$ cat config.mk
export PLATFORM = sky130hd
export DESIGN_NAME = sdspi_sweep_sequencer
export DESIGN_NICKNAME = d
export VERILOG_FILES = /design/src/rtl/sdspi_sweep_sequencer.sv
export SDC_FILE = /design/constraint.sdc
export NUM_CORES = 1
export LEC_CHECK = 0
export CAP_MARGIN = 20
export CORE_AREA = 2 2 122 148
export DETAILED_ROUTE_END_ITERATION = 16
export DIE_AREA = 0 0 124 150
export GPL_TIMING_DRIVEN = 0
export PLACE_DENSITY = 0.73
export SYNTH_ARGS = -nofsm -noshare
export SYNTH_HDL_FRONTEND = slang
export SYNTH_SLANG_ARGS = --single-unit
$ cat constraint.sdc
create_clock -name clk -period 8.9 [get_ports clk]
set_input_delay 2.67 -clock clk [delete_from_list [all_inputs] [get_ports clk]]
set_output_delay 2.67 -clock clk [all_outputs]
set_load 0.02 [all_outputs]
$ cat src/rtl/sdspi_sweep_sequencer.sv
// sdspi_sweep_sequencer
//
// Drives repeated runs of the SD-SPI read system under test across every
// combination of block count (1..n_blocks_max), SCLK speed (0..speed_max)
// and CMD18 mode (0, 1). For each run it holds the system under test in
// reset with the SPI pins handed over, pulses start, counts clock cycles
// until uut_finish, and offers one result record over valid/ready.
//
// Optional feature macro: SEQ_TIMEOUT_EN
//   defined   -> a run that has not finished after TIMEOUT_CYCLES cycles is
//                aborted and reported with res_timeout=1
//   undefined -> runs wait for uut_finish forever; res_timeout is tied to 0
//
// Ports:
//   clk, rst                  clock, asynchronous active-high reset
//   go                        start a sweep (only looked at while idle)
//   n_blocks_max, speed_max   sweep bounds, captured when go is accepted
//   busy, done                sweep in progress / one-cycle completion pulse
//   uut_ctrl_mux              1 while the system under test owns the SPI pins
//   uut_rst, uut_start        reset and start pulse to the system under test
//   uut_n_blocks,
//   uut_sclk_speed, uut_cmd18 parameters of the current run
//   uut_finish                run-complete level from the system under test
//   res_valid, res_ready      result record handshake
//   res_cycles, res_timeout   measured run length, timeout flag
module sdspi_sweep_sequencer #(
  parameter int N_BLOCK_SIZE    = 32,
  parameter int SCLK_SPEED_SIZE = 5,
  parameter int CMD18_SIZE      = 1,
  parameter int CNT_W           = 32,
  parameter int RST_CYCLES      = 16,
  parameter int TIMEOUT_CYCLES  = 100000000
) (
  input  logic                       clk,
  input  logic                       rst,
  input  logic                       go,
  input  logic [N_BLOCK_SIZE-1:0]    n_blocks_max,
  input  logic [SCLK_SPEED_SIZE-1:0] speed_max,
  output logic                       busy,
  output logic                       done,
  output logic                       uut_ctrl_mux,
  output logic                       uut_rst,
  output logic                       uut_start,
  output logic [N_BLOCK_SIZE-1:0]    uut_n_blocks,
  output logic [SCLK_SPEED_SIZE-1:0] uut_sclk_speed,
  output logic [CMD18_SIZE-1:0]      uut_cmd18,
  input  logic                       uut_finish,
  output logic                       res_valid,
  input  logic                       res_ready,
  output logic [CNT_W-1:0]           res_cycles,
  output logic                       res_timeout
);

  typedef enum logic [2:0] {
    IDLE, LOAD, HOLD_RST, START, RUN, REPORT, NEXT, DONE
  } state_t;

  localparam int HOLD_W = (RST_CYCLES > 1) ? $clog2(RST_CYCLES) : 1;
  localparam logic [HOLD_W-1:0] HOLD_LAST = HOLD_W'(RST_CYCLES - 1);

  state_t                     state_reg, state_next;
  logic [N_BLOCK_SIZE-1:0]    nmax_reg;
  logic [SCLK_SPEED_SIZE-1:0] smax_reg;
  logic [N_BLOCK_SIZE-1:0]    nb_reg;
  logic [SCLK_SPEED_SIZE-1:0] speed_reg;
  logic [CMD18_SIZE-1:0]      cmd18_reg;
  logic [HOLD_W-1:0]          hold_cnt_reg;
  logic [CNT_W-1:0]           cnt_reg;
  logic [CNT_W-1:0]           cnt_inc;
  logic [CNT_W-1:0]           res_cycles_reg;
  logic                       timeout_hit;
  logic                       speed_wrap;
  logic                       nb_wrap;
  logic                       sweep_last;

  // Saturating increment, shared by the running counter and the
  // finish-time latch (which reports counter+1).
  assign cnt_inc = (cnt_reg == '1) ? cnt_reg : cnt_reg + 1'b1;

  assign speed_wrap = (speed_reg >= smax_reg);
  assign nb_wrap    = (nb_reg >= nmax_reg);
  assign sweep_last = speed_wrap && nb_wrap && (cmd18_reg != '0);

`ifdef SEQ_TIMEOUT_EN
  assign timeout_hit = (cnt_reg == CNT_W'(TIMEOUT_CYCLES - 1));
`else
  assign timeout_hit = 1'b0;
  // The limit only matters when the timeout feature is built in.
  logic unused_timeout_limit;
  assign unused_timeout_limit = (TIMEOUT_CYCLES > 0);
`endif

  // ---------------------------------------------------------------- FSM
  always_ff @(posedge clk or posedge rst) begin
    if (rst) state_reg <= IDLE;
    else     state_reg <= state_next;
  end

  always_comb begin
    state_next = state_reg;
    case (state_reg)
      IDLE:     if (go) state_next = (n_blocks_max == '0) ? DONE : LOAD;
      LOAD:     state_next = HOLD_RST;
      HOLD_RST: if (hold_cnt_reg == HOLD_LAST) state_next = START;
      START:    state_next = RUN;
      RUN:      if (uut_finish || timeout_hit) state_next = REPORT;
      REPORT:   if (res_ready) state_next = NEXT;
      NEXT:     state_next = sweep_last ? DONE : HOLD_RST;
      DONE:     state_next = IDLE;
      default:  state_next = IDLE;
    endcase
  end

  // ------------------------------------------------------------ datapath
  always_ff @(posedge clk or posedge rst) begin
    if (rst) begin
      nmax_reg       <= '0;
      smax_reg       <= '0;
      nb_reg         <= N_BLOCK_SIZE'(1);
      speed_reg      <= '0;
      cmd18_reg      <= '0;
      hold_cnt_reg   <= '0;
      cnt_reg        <= '0;
      res_cycles_reg <= '0;
    end else begin
      case (state_reg)
        IDLE: begin
          if (go) begin
            nmax_reg <= n_blocks_max;
            smax_reg <= speed_max;
          end
        end
        LOAD: begin
          nb_reg       <= N_BLOCK_SIZE'(1);
          speed_reg    <= '0;
          cmd18_reg    <= '0;
          hold_cnt_reg <= '0;
        end
        HOLD_RST: hold_cnt_reg <= hold_cnt_reg + 1'b1;
        START:    cnt_reg <= '0;
        RUN: begin
          cnt_reg <= cnt_inc;
          // A finish in the same cycle as the timeout limit takes priority.
          if (uut_finish)       res_cycles_reg <= cnt_inc;
          else if (timeout_hit) res_cycles_reg <= CNT_W'(TIMEOUT_CYCLES);
        end
        NEXT: begin
          hold_cnt_reg <= '0;
          // speed innermost, then block count, then CMD18 mode
          if (!speed_wrap) begin
            speed_reg <= speed_reg + 1'b1;
          end else begin
            speed_reg <= '0;
            if (!nb_wrap) begin
              nb_reg <= nb_reg + 1'b1;
            end else begin
              nb_reg <= N_BLOCK_SIZE'(1);
              if (cmd18_reg == '0) cmd18_reg <= CMD18_SIZE'(1);
            end
          end
        end
        default: ;
      endcase
    end
  end

`ifdef SEQ_TIMEOUT_EN
  logic res_timeout_reg;
  always_ff @(posedge clk or posedge rst) begin
    if (rst) begin
      res_timeout_reg <= 1'b0;
    end else if (state_reg == RUN) begin
      if (uut_finish)       res_timeout_reg <= 1'b0;
      else if (timeout_hit) res_timeout_reg <= 1'b1;
    end
  end
  assign res_timeout = res_timeout_reg;
`else
  assign res_timeout = 1'b0;
`endif

  // ------------------------------------------------------------- outputs
  // Control outputs decode straight from the state so an asynchronous reset
  // hands the pins back and drops any pending record in the same cycle.
  assign busy           = (state_reg != IDLE);
  assign done           = (state_reg == DONE);
  assign uut_ctrl_mux   = (state_reg == HOLD_RST) || (state_reg == START) || (state_reg == RUN);
  assign uut_rst        = !((state_reg == START) || (state_reg == RUN));
  assign uut_start      = (state_reg == START);
  assign res_valid      = (state_reg == REPORT);
  assign res_cycles     = res_cycles_reg;
  assign uut_n_blocks   = nb_reg;
  assign uut_sclk_speed = speed_reg;
  assign uut_cmd18      = cmd18_reg;

endmodule

==> results.yml <==
worst_setup_path:
  start_kind: "register"
  criticalPathCategory: "register to primary output"
  cp.required_ns: 6.23
  crit-reg2reg-launch: "uut_n_blocks[21]"
  end_kind: "primary output"
  reg2reg_to: "uut_n_blocks[6]"
  r2r_setup_slack_ns: 5.81
  critPathArrivalTime_ns: 2.87
  ff2ff_path_depth: 8
  cp_max_fo: 10
power:
  pwr-share-comb: 0.318
  p_switching_mw: 0.805
  switching_share: 0.344
  clockPowerShare: 0.322
  ir_drop_mv: 0.133
  seq_power_share: 0.361
  p_per_area_nw_per_um2: 222
  leakagePower_nw: 4.52
  p_int_mw: 1.54
detailed_routing:
  drt_iter0_drc: 636
  via_count: 7609
  drc: 0
  wirelength_mm: 23.2
  post_drt_wl_per_cell_um: 18.1
  ant_nets: 0
  drt-pass1-iter-count: 5
  avgViaCountPerCell: 5.94
sta:
  fmax_mhz: 181
  hold_viol: 0
  holdWs_ns: 0.477
  setup_tns_ns: 0
  rsz0062_at_grt: "false"
  relSlewSlack: 0.542
  tightest_slew_ns: 0.681
  fin_skew_ns: 0.00853
  fin_crit_ns: 5.54
  post-route-period-util: 0.622
  slew_violations: 0
  setup_viol: 0
synthesis:
  ys_seq_area_frac: 0.431
  synthDistinctLibCells: 69
  synth_ff_type: "dfrtp_1"
  synth_area_leaders: "dfrtp_1 43%, ha_1 6.6%, o21ai_0 5.0%"
  syn_inst: 912
  syn_area_um2: 8470
  syn_nets: 999
  synth_top_area_cell: "dfrtp_1"
  synth-seq-cells: 146
  yosys.area.top_type_share: 0.428
  postSynthAreaPerCell_um2: 9.29
  async_reset_ff_frac: 1.00
  synth_edf_count: 0
  yosys_warnings: 0
cells_and_area:
  areaGrowthSynthToFinish_pct: 24.8
  final_cell_mix: "145 x dfrtp_1, 117 x clkdlybuf4s50_1, 102 x nand2_1"
  final-instance-count-excl-fill: 1282
  layout_commonest_cell: "dfrtp_1"
  fin_nets: 1136
  drive_gt1_frac: 0.0998
  postLayoutCoreUtil: 0.613
  antenna_cells: 0
job:
  maxCapViolCount: 0
cts:
  cts.sinks: 146
  cts_tree: "yes"
  cts_resized: 0
  htreeDepth: 4
  holdBufCountCts: 0
  clkTransAtPathRegs_ns: 0.06
  cts_buffers: 17
  cts_setup_buffers: 0
  insertion_delay_ns: 0.44
  cts_max_path_buffers: 2
  cts_root_buffer: "clkbuf_16"
floorplan:
  die_y_um: 150
  die_area_um2: 18600
  start_util: 0.491
  core.rowCount: 53
  core_um2: 17200
  die_x_um: 124
  ios: 119
hold_path:
  min_path_type: "register to register"
  worstHoldStart: "res_cycles[25]"
  hold_depth: 2
  hold_path_end: "res_cycles[25]"
placed_design:
  dp_hpwl_mm: 17.0
  post-place-cells: 1250
  gp_congestion: 0.919
  port_buffers: 117
grt:
  grt.total_usage: 0.259
  grt_overflow: 0
  antenna_found_initial: 0
  grt_pass1_vias: 7463
  grt_pass1_wl_mm: 37.2
  grt_max_degree: 93
outcome:
  status: "complete, no violations"
## kinds of logic (layout without fill, tap and decap cells)
| group | Yosys count | after routing | share of synthesized area |
|---|---|---|---|
| simple gates | 316 | 316 | 0.192 |
| other cells | 1 | 1 | 0.000443 |
| xor+xnor | 32 | 32 | 0.0331 |
| compound gates | 214 | 214 | 0.164 |
| flops | 146 | 146 | 0.431 |
| fa+ha+maj | 45 | 45 | 0.0665 |
| buf+inv | 113 | 263 | 0.0536 |
| mux | 45 | 45 | 0.0586 |
## metal layers
layer  vias to the layer above  GRT usage  share of wire
met5                         -          0              0
met4                         0      0.122          0.033
met3                        66     0.0434          0.056
met2                       276      0.455           0.52
met1                      3683      0.306           0.39
li1                       3584          -              -
## how the worst max path moves through the flow
stage,endpoint,cells past startpoint,start
floorplan,cnt_reg[0],1,rst
global placement,nmax_reg[12],2,rst
detailed placement,uut_rst,7,state_reg[0]
CTS,uut_rst,7,state_reg[0]
global route,uut_rst,7,state_reg[1]
finish,uut_rst,7,state_reg[0]
## Yosys cell counts, types with 11 or more instances
| library cell | n |
|---|---|
| xnor2_1 | 19 |
| clkbuf_1 | 30 |
| o21ai_0 | 85 |
| ha_1 | 45 |
| o31ai_1 | 29 |
| a31oi_1 | 20 |
| buf_2 | 11 |
| mux2_2 | 37 |
| nand3_1 | 29 |
| nor4_1 | 17 |
| nand2_1 | 102 |
| a22o_1 | 14 |
| nor2_1 | 47 |
| dfrtp_1 | 145 |
| xor2_1 | 13 |
| nor3_1 | 18 |
| nand4_1 | 38 |
| inv_1 | 68 |
| a21oi_1 | 24 |
## worst max-delay path, cell delays in order (launching register included)
cell and delay, ns:
dfrtp_1 0.39, inv_1 0.08, ha_1 0.26, nand2_1 0.15, nand2_1 0.17, inv_1 0.13
clkbuf_1 0.53, clkdlybuf4s50_1 0.73
## final cells by class
| cell class | count | area [µm²] |
|---|---|---|
| Fill cell | 1483 | 6670 |
| Timing Repair Buffer | 118 | 1200 |
| Buffer | 45 | 199 |
| Inverter | 68 | 260 |
| Tap cell | 220 | 275 |
| Clock buffer | 18 | 439 |
| Multi-Input combinational cell | 653 | 4360 |
| Clock inverter | 14 | 180 |
| Sequential cell | 146 | 3650 |
## power by group through the flow
stage,Sequential (mW),Clock [mW],Combinational (mW)
after global placement,0.849,0,0.721
after global routing,0.861,0.793,0.832
after CTS,0.845,0.764,0.751
final,0.845,0.754,0.745
after floorplan,0.848,0,0.505
after detailed placement,0.855,0,0.740
## through the flow
step / area (µm²) / setup WS (ns) / total power, mW
floorplan: 8470 / 2.31 / 1.35
detailed placement: 9950 / 3.90 / 1.60
CTS: 10600 / 3.40 / 2.36
finish: 10600 / 3.36 / 2.34
global route: 10600 / 3.24 / 2.49
global placement: 9920 / 0.112 / 1.57
Note: power is estimated with default switching activity, not from simulation.
